$ cat src/rtl/nucleo_pkg.sv
// Shared types and constants for the core sequencer: FSM states, index and port widths.
package nucleo_pkg;

  localparam int unsigned IDX_W = 8;
  localparam int unsigned NPS   = 3;
  localparam int unsigned SEL_W = 2;

  typedef enum logic [2:0] {
    IDLE,
    S_E1,
    S_E2,
    S_WAIT,
    S_LOAD,
    S_ADV,
    S_DRAIN,
    S_DONE
  } state_t;

  function automatic logic [NPS-1:0] sel_onehot(input logic [SEL_W-1:0] s);
    logic [NPS-1:0] v;
    v = '0;
    for (int unsigned k = 0; k < NPS; k++) begin
      if (s == SEL_W'(k)) v[k] = 1'b1;
    end
    return v;
  endfunction

endpackage

$ cat src/rtl/gestor_puertos.sv
// Serial port bookkeeping: shift-enable flags, set on load, released by the port's finish flag.
module gestor_puertos
  import nucleo_pkg::*;
(
  input  logic             clk,
  input  logic             rst_n,
  input  logic             i_abort,
  input  logic             i_load,
  input  logic [SEL_W-1:0] i_sel,
  input  logic [NPS-1:0]   i_fin,
  output logic [NPS-1:0]   o_en,
  output logic [NPS-1:0]   o_free,
  output logic             o_all_idle
);

  logic [NPS-1:0] r_en;
  logic [NPS-1:0] w_set;
  logic [NPS-1:0] w_clr;

  always_comb begin
    w_set = i_load ? sel_onehot(i_sel) : '0;
    // finish flags are only honoured on ports that are actually shifting
    w_clr = r_en & i_fin;
  end

  always_ff @(posedge clk or negedge rst_n) begin
    if (!rst_n) begin
      r_en <= '0;
    end else if (i_abort) begin
      r_en <= '0;
    end else begin
      r_en <= (r_en & ~w_clr) | w_set;
    end
  end

  assign o_en       = r_en;
  assign o_free     = ~r_en;
  assign o_all_idle = (r_en == '0);

  a_no_set_clr: assert property (@(posedge clk) disable iff (!rst_n) (w_set & w_clr) == '0);

endmodule

$ cat src/rtl/secuenciador_nucleo.sv
// Frame scanner feeding the execution core: issues stage enables per (n, m) element
// and dispatches each result round-robin to three serial ports.
module secuenciador_nucleo
  import nucleo_pkg::*;
(
  input  logic             clkMC,
  input  logic             rst,
  input  logic             start,
  input  logic             abort,
  input  logic [IDX_W-1:0] n_max,
  input  logic [IDX_W-1:0] m_max,
  input  logic             sPS1,
  input  logic             sPS2,
  input  logic             sPS3,
  output logic [IDX_W-1:0] n,
  output logic [IDX_W-1:0] m,
  output logic             enclkE1,
  output logic             enclkE2,
  output logic             enclkPS1reg,
  output logic             enclkPS2reg,
  output logic             enclkPS3reg,
  output logic             enPS1,
  output logic             enPS2,
  output logic             enPS3,
  output logic [SEL_W-1:0] selDM,
  output logic             busy,
  output logic             done
);

  state_t           r_state;
  logic [IDX_W-1:0] r_n;
  logic [IDX_W-1:0] r_m;
  logic [IDX_W-1:0] r_n_max;
  logic [IDX_W-1:0] r_m_max;
  logic [SEL_W-1:0] r_sel;
  logic             r_enclkE1;
  logic             r_enclkE2;
  logic [NPS-1:0]   r_enclkPSreg;
  logic             r_busy;
  logic             r_done;

  logic [NPS-1:0]   w_en;
  logic [NPS-1:0]   w_free;
  logic             w_all_idle;
  logic             w_load;
  logic             w_last;

  assign w_load = (r_state == S_LOAD);
  assign w_last = (r_n == r_n_max) && (r_m == r_m_max);

  gestor_puertos u_puertos (
    .clk        (clkMC),
    .rst_n      (rst),
    .i_abort    (abort),
    .i_load     (w_load),
    .i_sel      (r_sel),
    .i_fin      ({sPS3, sPS2, sPS1}),
    .o_en       (w_en),
    .o_free     (w_free),
    .o_all_idle (w_all_idle)
  );

  // Pulse outputs are registered on entry to the state they belong to.
  always_ff @(posedge clkMC or negedge rst) begin
    if (!rst) begin
      r_state      <= IDLE;
      r_n          <= '0;
      r_m          <= '0;
      r_n_max      <= '0;
      r_m_max      <= '0;
      r_sel        <= '0;
      r_enclkE1    <= 1'b0;
      r_enclkE2    <= 1'b0;
      r_enclkPSreg <= '0;
      r_busy       <= 1'b0;
      r_done       <= 1'b0;
    end else begin
      r_enclkE1    <= 1'b0;
      r_enclkE2    <= 1'b0;
      r_enclkPSreg <= '0;
      r_done       <= 1'b0;
      if (abort) begin
        r_state <= IDLE;
        r_busy  <= 1'b0;
      end else begin
        unique case (r_state)
          IDLE: begin
            if (start) begin
              r_n_max   <= n_max;
              r_m_max   <= m_max;
              r_n       <= '0;
              r_m       <= '0;
              r_sel     <= '0;
              r_state   <= S_E1;
              r_enclkE1 <= 1'b1;
              r_busy    <= 1'b1;
            end
          end
          S_E1: begin
            r_state   <= S_E2;
            r_enclkE2 <= 1'b1;
          end
          S_E2: r_state <= S_WAIT;
          S_WAIT: begin
            if (w_free[r_sel]) begin
              r_state      <= S_LOAD;
              r_enclkPSreg <= sel_onehot(r_sel);
            end
          end
          S_LOAD: r_state <= S_ADV;
          S_ADV: begin
            if (w_last) begin
              r_state <= S_DRAIN;
            end else begin
              if (r_m == r_m_max) begin
                r_m <= '0;
                r_n <= r_n + IDX_W'(1);
              end else begin
                r_m <= r_m + IDX_W'(1);
              end
              r_sel     <= (r_sel == SEL_W'(NPS - 1)) ? '0 : r_sel + SEL_W'(1);
              r_state   <= S_E1;
              r_enclkE1 <= 1'b1;
            end
          end
          S_DRAIN: begin
            if (w_all_idle) begin
              r_state <= S_DONE;
              r_done  <= 1'b1;
            end
          end
          S_DONE: begin
            r_state <= IDLE;
            r_busy  <= 1'b0;
          end
          default: r_state <= IDLE;
        endcase
      end
    end
  end

  assign n           = r_n;
  assign m           = r_m;
  assign selDM       = r_sel;
  assign enclkE1     = r_enclkE1;
  assign enclkE2     = r_enclkE2;
  assign enclkPS1reg = r_enclkPSreg[0];
  assign enclkPS2reg = r_enclkPSreg[1];
  assign enclkPS3reg = r_enclkPSreg[2];
  assign enPS1       = w_en[0];
  assign enPS2       = w_en[1];
  assign enPS3       = w_en[2];
  assign busy        = r_busy;
  assign done        = r_done;

endmodule
$ cat config.mk
export PLATFORM = sky130hd
export DESIGN_NAME = secuenciador_nucleo
export DESIGN_NICKNAME = d
export VERILOG_FILES = /design/src/rtl/nucleo_pkg.sv /design/src/rtl/gestor_puertos.sv /design/src/rtl/secuenciador_nucleo.sv
export SDC_FILE = /design/constraint.sdc
export NUM_CORES = 1
export LEC_CHECK = 0
export BUFFER_PORTS_ARGS = -buffer_cell sky130_fd_sc_hd__clkbuf_2
export CORE_MARGIN = 5
export CORE_UTILIZATION = 40
export DETAILED_ROUTE_END_ITERATION = 6
export PLACE_DENSITY_LB_ADDON = 0.08
export REMOVE_ABC_BUFFERS = 1
export SLEW_MARGIN = 20
export SYNTH_ARGS = -nofsm -noshare
export SYNTH_HDL_FRONTEND = slang
export SYNTH_SLANG_ARGS = --single-unit
$ cat constraint.sdc
create_clock -name clkMC -period 1.88 [get_ports clkMC]
set_input_delay 0.094 -clock clkMC [delete_from_list [all_inputs] [get_ports clkMC]]
set_output_delay 0.094 -clock clkMC [all_outputs]
set_load 0.01 [all_outputs]
==> reports/qor.yml <==
critical_path:
  r2r_start: "m[7]$_DFFE_PN0P_"
  worstPathMaxFanout: 8
  critical_path_class: "reg2reg"
  r2r_slack_ps: -40
  required_ps: 2090
  startpoint_type: "register"
  arrival_ps: 2130
  cp-end-kind: "register"
  worst-r2r-cell-count: 7
  cp-endpoint: "m[6]$_DFFE_PN0P_"
  r2r-end: "m[6]$_DFFE_PN0P_"
  startpoint: "m[7]$_DFFE_PN0P_"
timing:
  relSlewSlack: 0.587
  min_period_ps: 1920
  fin_ws_ps: -38.2
  hold_viol: 0
  holdWs_ps: 9.62
  tightest_slew_ps: 620
  drv_slew: 0
  setup_violations: 6
  timing.final.crit_share: 1.02
  fmax_mhz: 521
  rsz0062_at_grt: "yes"
  finalClockSkew_ps: 6.52
yosys:
  yosysUniqueCellTypes: 51
  ys_warn_count: 0
  syn_avg_cell_area_um2: 9.26
  ys_ff_latch: 47
  synthFlopType: "dfrtp_1"
  yosysSeqAreaShare: 0.443
  async_reset_ff_frac: 1.00
  synth_top_area_frac: 0.443
  synth_edf_count: 0
  netlist_top_cells_area: "dfrtp_1 (44%), nand2_1 (10%), xor2_1 (4.9%)"
  synth_common_cells: "nand2_1 (72), dfrtp_1 (47), nor2_1 (18)"
  netlist_instances: 287
  yosysMostFrequentCell: "nand2_1"
  netlist_area_um2: 2660
  yosysTopAreaCell: "dfrtp_1"
grt:
  grtUsageMet2: 0.259
  grt_pass1_wl_um: 10800
  grt.met1_usage: 0.218
  met3_usage: 0.0298
  antenna_found_initial: 0
  grt.total_usage: 0.158
  grt.busiest_layer: "met2"
  gr-total-overflow: 0
  grt_pass1_vias: 2268
  grt_max_degree: 48
power_and_ir_drop:
  power.density_nw_per_um2: 784
  p_leak_uw: 0.00181
  ir_worst_vdd_mv: 0.403
floorplan:
  die_h_um: 91.5
  core-area_um2: 6420
  start_util: 0.414
  placementRows: 29
  die_w_um: 91.5
  pin_count: 51
  die-area_um2: 8370
clock_tree:
  insertion_delay_ps: 300
  root_buffer: "clkbuf_8"
  cts_tree: "yes"
  ctsHtreeMaxLevel: 2
  cts.clk_slew.worst_paths_ps: 90
  numCtsBuffers: 5
  clock_path_buffers: 2
  clock-sinks: 47
detailed_routing:
  firstDrtPassIters: 4
  drc: 0
  ant_nets: 0
  via_count: 2359
  drt_wl_total_um: 6750
  drt-initial-drc-count: 98
  wire_per_inst_um: 14.3
  avgViaCountPerCell: 5.00
placement:
  place_ws_ps: -13.4
  dpl.hpwl_um: 4680
  port_buffers: 50
  globalplace.congestion: 0.815
final_layout:
  n_fill_cell: 584
  drive_gt1_frac: 0.357
  area_growth_syn_to_layout_pct: 39.2
  final_nets: 419
  diodes: 0
job:
  maxCapViolCount: 0
status:
  outcome: "finished, violations left"
  violations: "setup timing"
worst_hold_path:
  hold_start: "m_max[5]"
  min_path_type: "in2reg"
## critical path: stages (launching register included)
cell and delay (ps):
dfrtp_1 430, xor2_1 160, nor4_2 280, buf_4 180, and4_4 350, buf_6 140, nand3_4 70, a31oi_4 220
## per-stage QoR
step                      cell area, um2  TNS [ps]  std cells   util  total power [uW]
after global placement              3290         0        447  0.512              2150
final                               3700      -121        472  0.576              2900
after global routing                3700      -803        472  0.576              3090
after floorplan                     2560      -625        273      -              1790
after detailed placement            3290     -15.4        447  0.512              2170
after CTS                           3560     -45.8        471  0.554              2880
## final cells by class
type / instances / area, um2 / share of cell area
clock inverter: 2 / 16.3 / 0.00440
clock buffer: 6 / 82.6 / 0.0223
tap: 77 / 96.3 / 0.0260
multi-input combinational: 219 / 1490 / 0.403
sequential: 47 / 1180 / 0.318
inverter: 7 / 26.3 / 0.00710
timing repair buffer: 114 / 811 / 0.219
## registers in the layout, summed over array words and instances, names as in the netlist
| signal | count |
|---|---|
| selDM | 2 |
| r_n_max | 8 |
| m | 8 |
| r_state | 3 |
| n | 8 |
| done | 1 |
| u_puertos.o_en | 3 |
| r_m_max | 8 |
| enclkE2 | 1 |
| busy | 1 |
| r_enclkPSreg | 3 |
| enclkE1 | 1 |
## per-layer routing
layer	routed length [um]	vias up
li1	-	1204
met2	3190	40
met1	3300	1113
met4	30	0
met3	222	2
met5	0	-
## cells in the final DEF, fill, tap and decap left out, types with 5 or more instances in the layout
cell type and n:
dlygate4sd3_1 16, nor2_1 16, nand3_1 10, xor2_1 15, inv_1 7, nor3_1 6
clkbuf_2 50, buf_4 42, clkbuf_8 6, dfrtp_1 47, nand2b_1 7, nand2_1 72
mux2_4 5, a21oi_1 8, mux2i_1 9
## report_power, final
part / internal (uW) / switching [uW] / leakage, uW
registers: 1180 / 141 / 0.000611
logic: 433 / 480 / 0.00115
clock network: 301 / 366 / 0.0000474
## worst min-delay path by stage
| stage | to | slack, ps | depth (start not counted) |
|---|---|---|---|
| 2_1_floorplan | busy$_DFFE_PN0P_ | -200 | 0 |
| 3_3_place_gp | r_enclkPSreg[0]$_DFF_PN0_ | 240 | 2 |
| 3_5_place_dp | r_enclkPSreg[2]$_DFF_PN0_ | 250 | 2 |
| 4_1_cts | r_m_max[5]$_DFFE_PN0P_ | 2 | 3 |
| 5_1_grt | r_m_max[5]$_DFFE_PN0P_ | 20 | 3 |
| 6_report | r_m_max[5]$_DFFE_PN0P_ | 10 | 3 |
## logic make-up (layout without fill, tap and decap cells)
group,Yosys count,count (layout),synth area share
simple gates,146,146,0.269
flops,47,47,0.443
compound gates,41,41,0.121
buf+inv,21,129,0.0452
xor+xnor,16,16,0.0556
mux,14,14,0.0565
fa+ha+maj,2,2,0.00941
## timing repair
| item | 4_1_cts | 5_1_grt |
|---|---|---|
| endpoints found under the hold margin | 62 | 0 |
| cloned | 0 | 0 |
| setup buffers | 0 | 1 |
| pin swaps | 2 | 12 |
| endpoints found under the setup margin | 5 | 20 |
| gates resized for setup | 3 | 26 |
| hold buffers | 16 | 0 |
(Power assumes the default switching activity.)
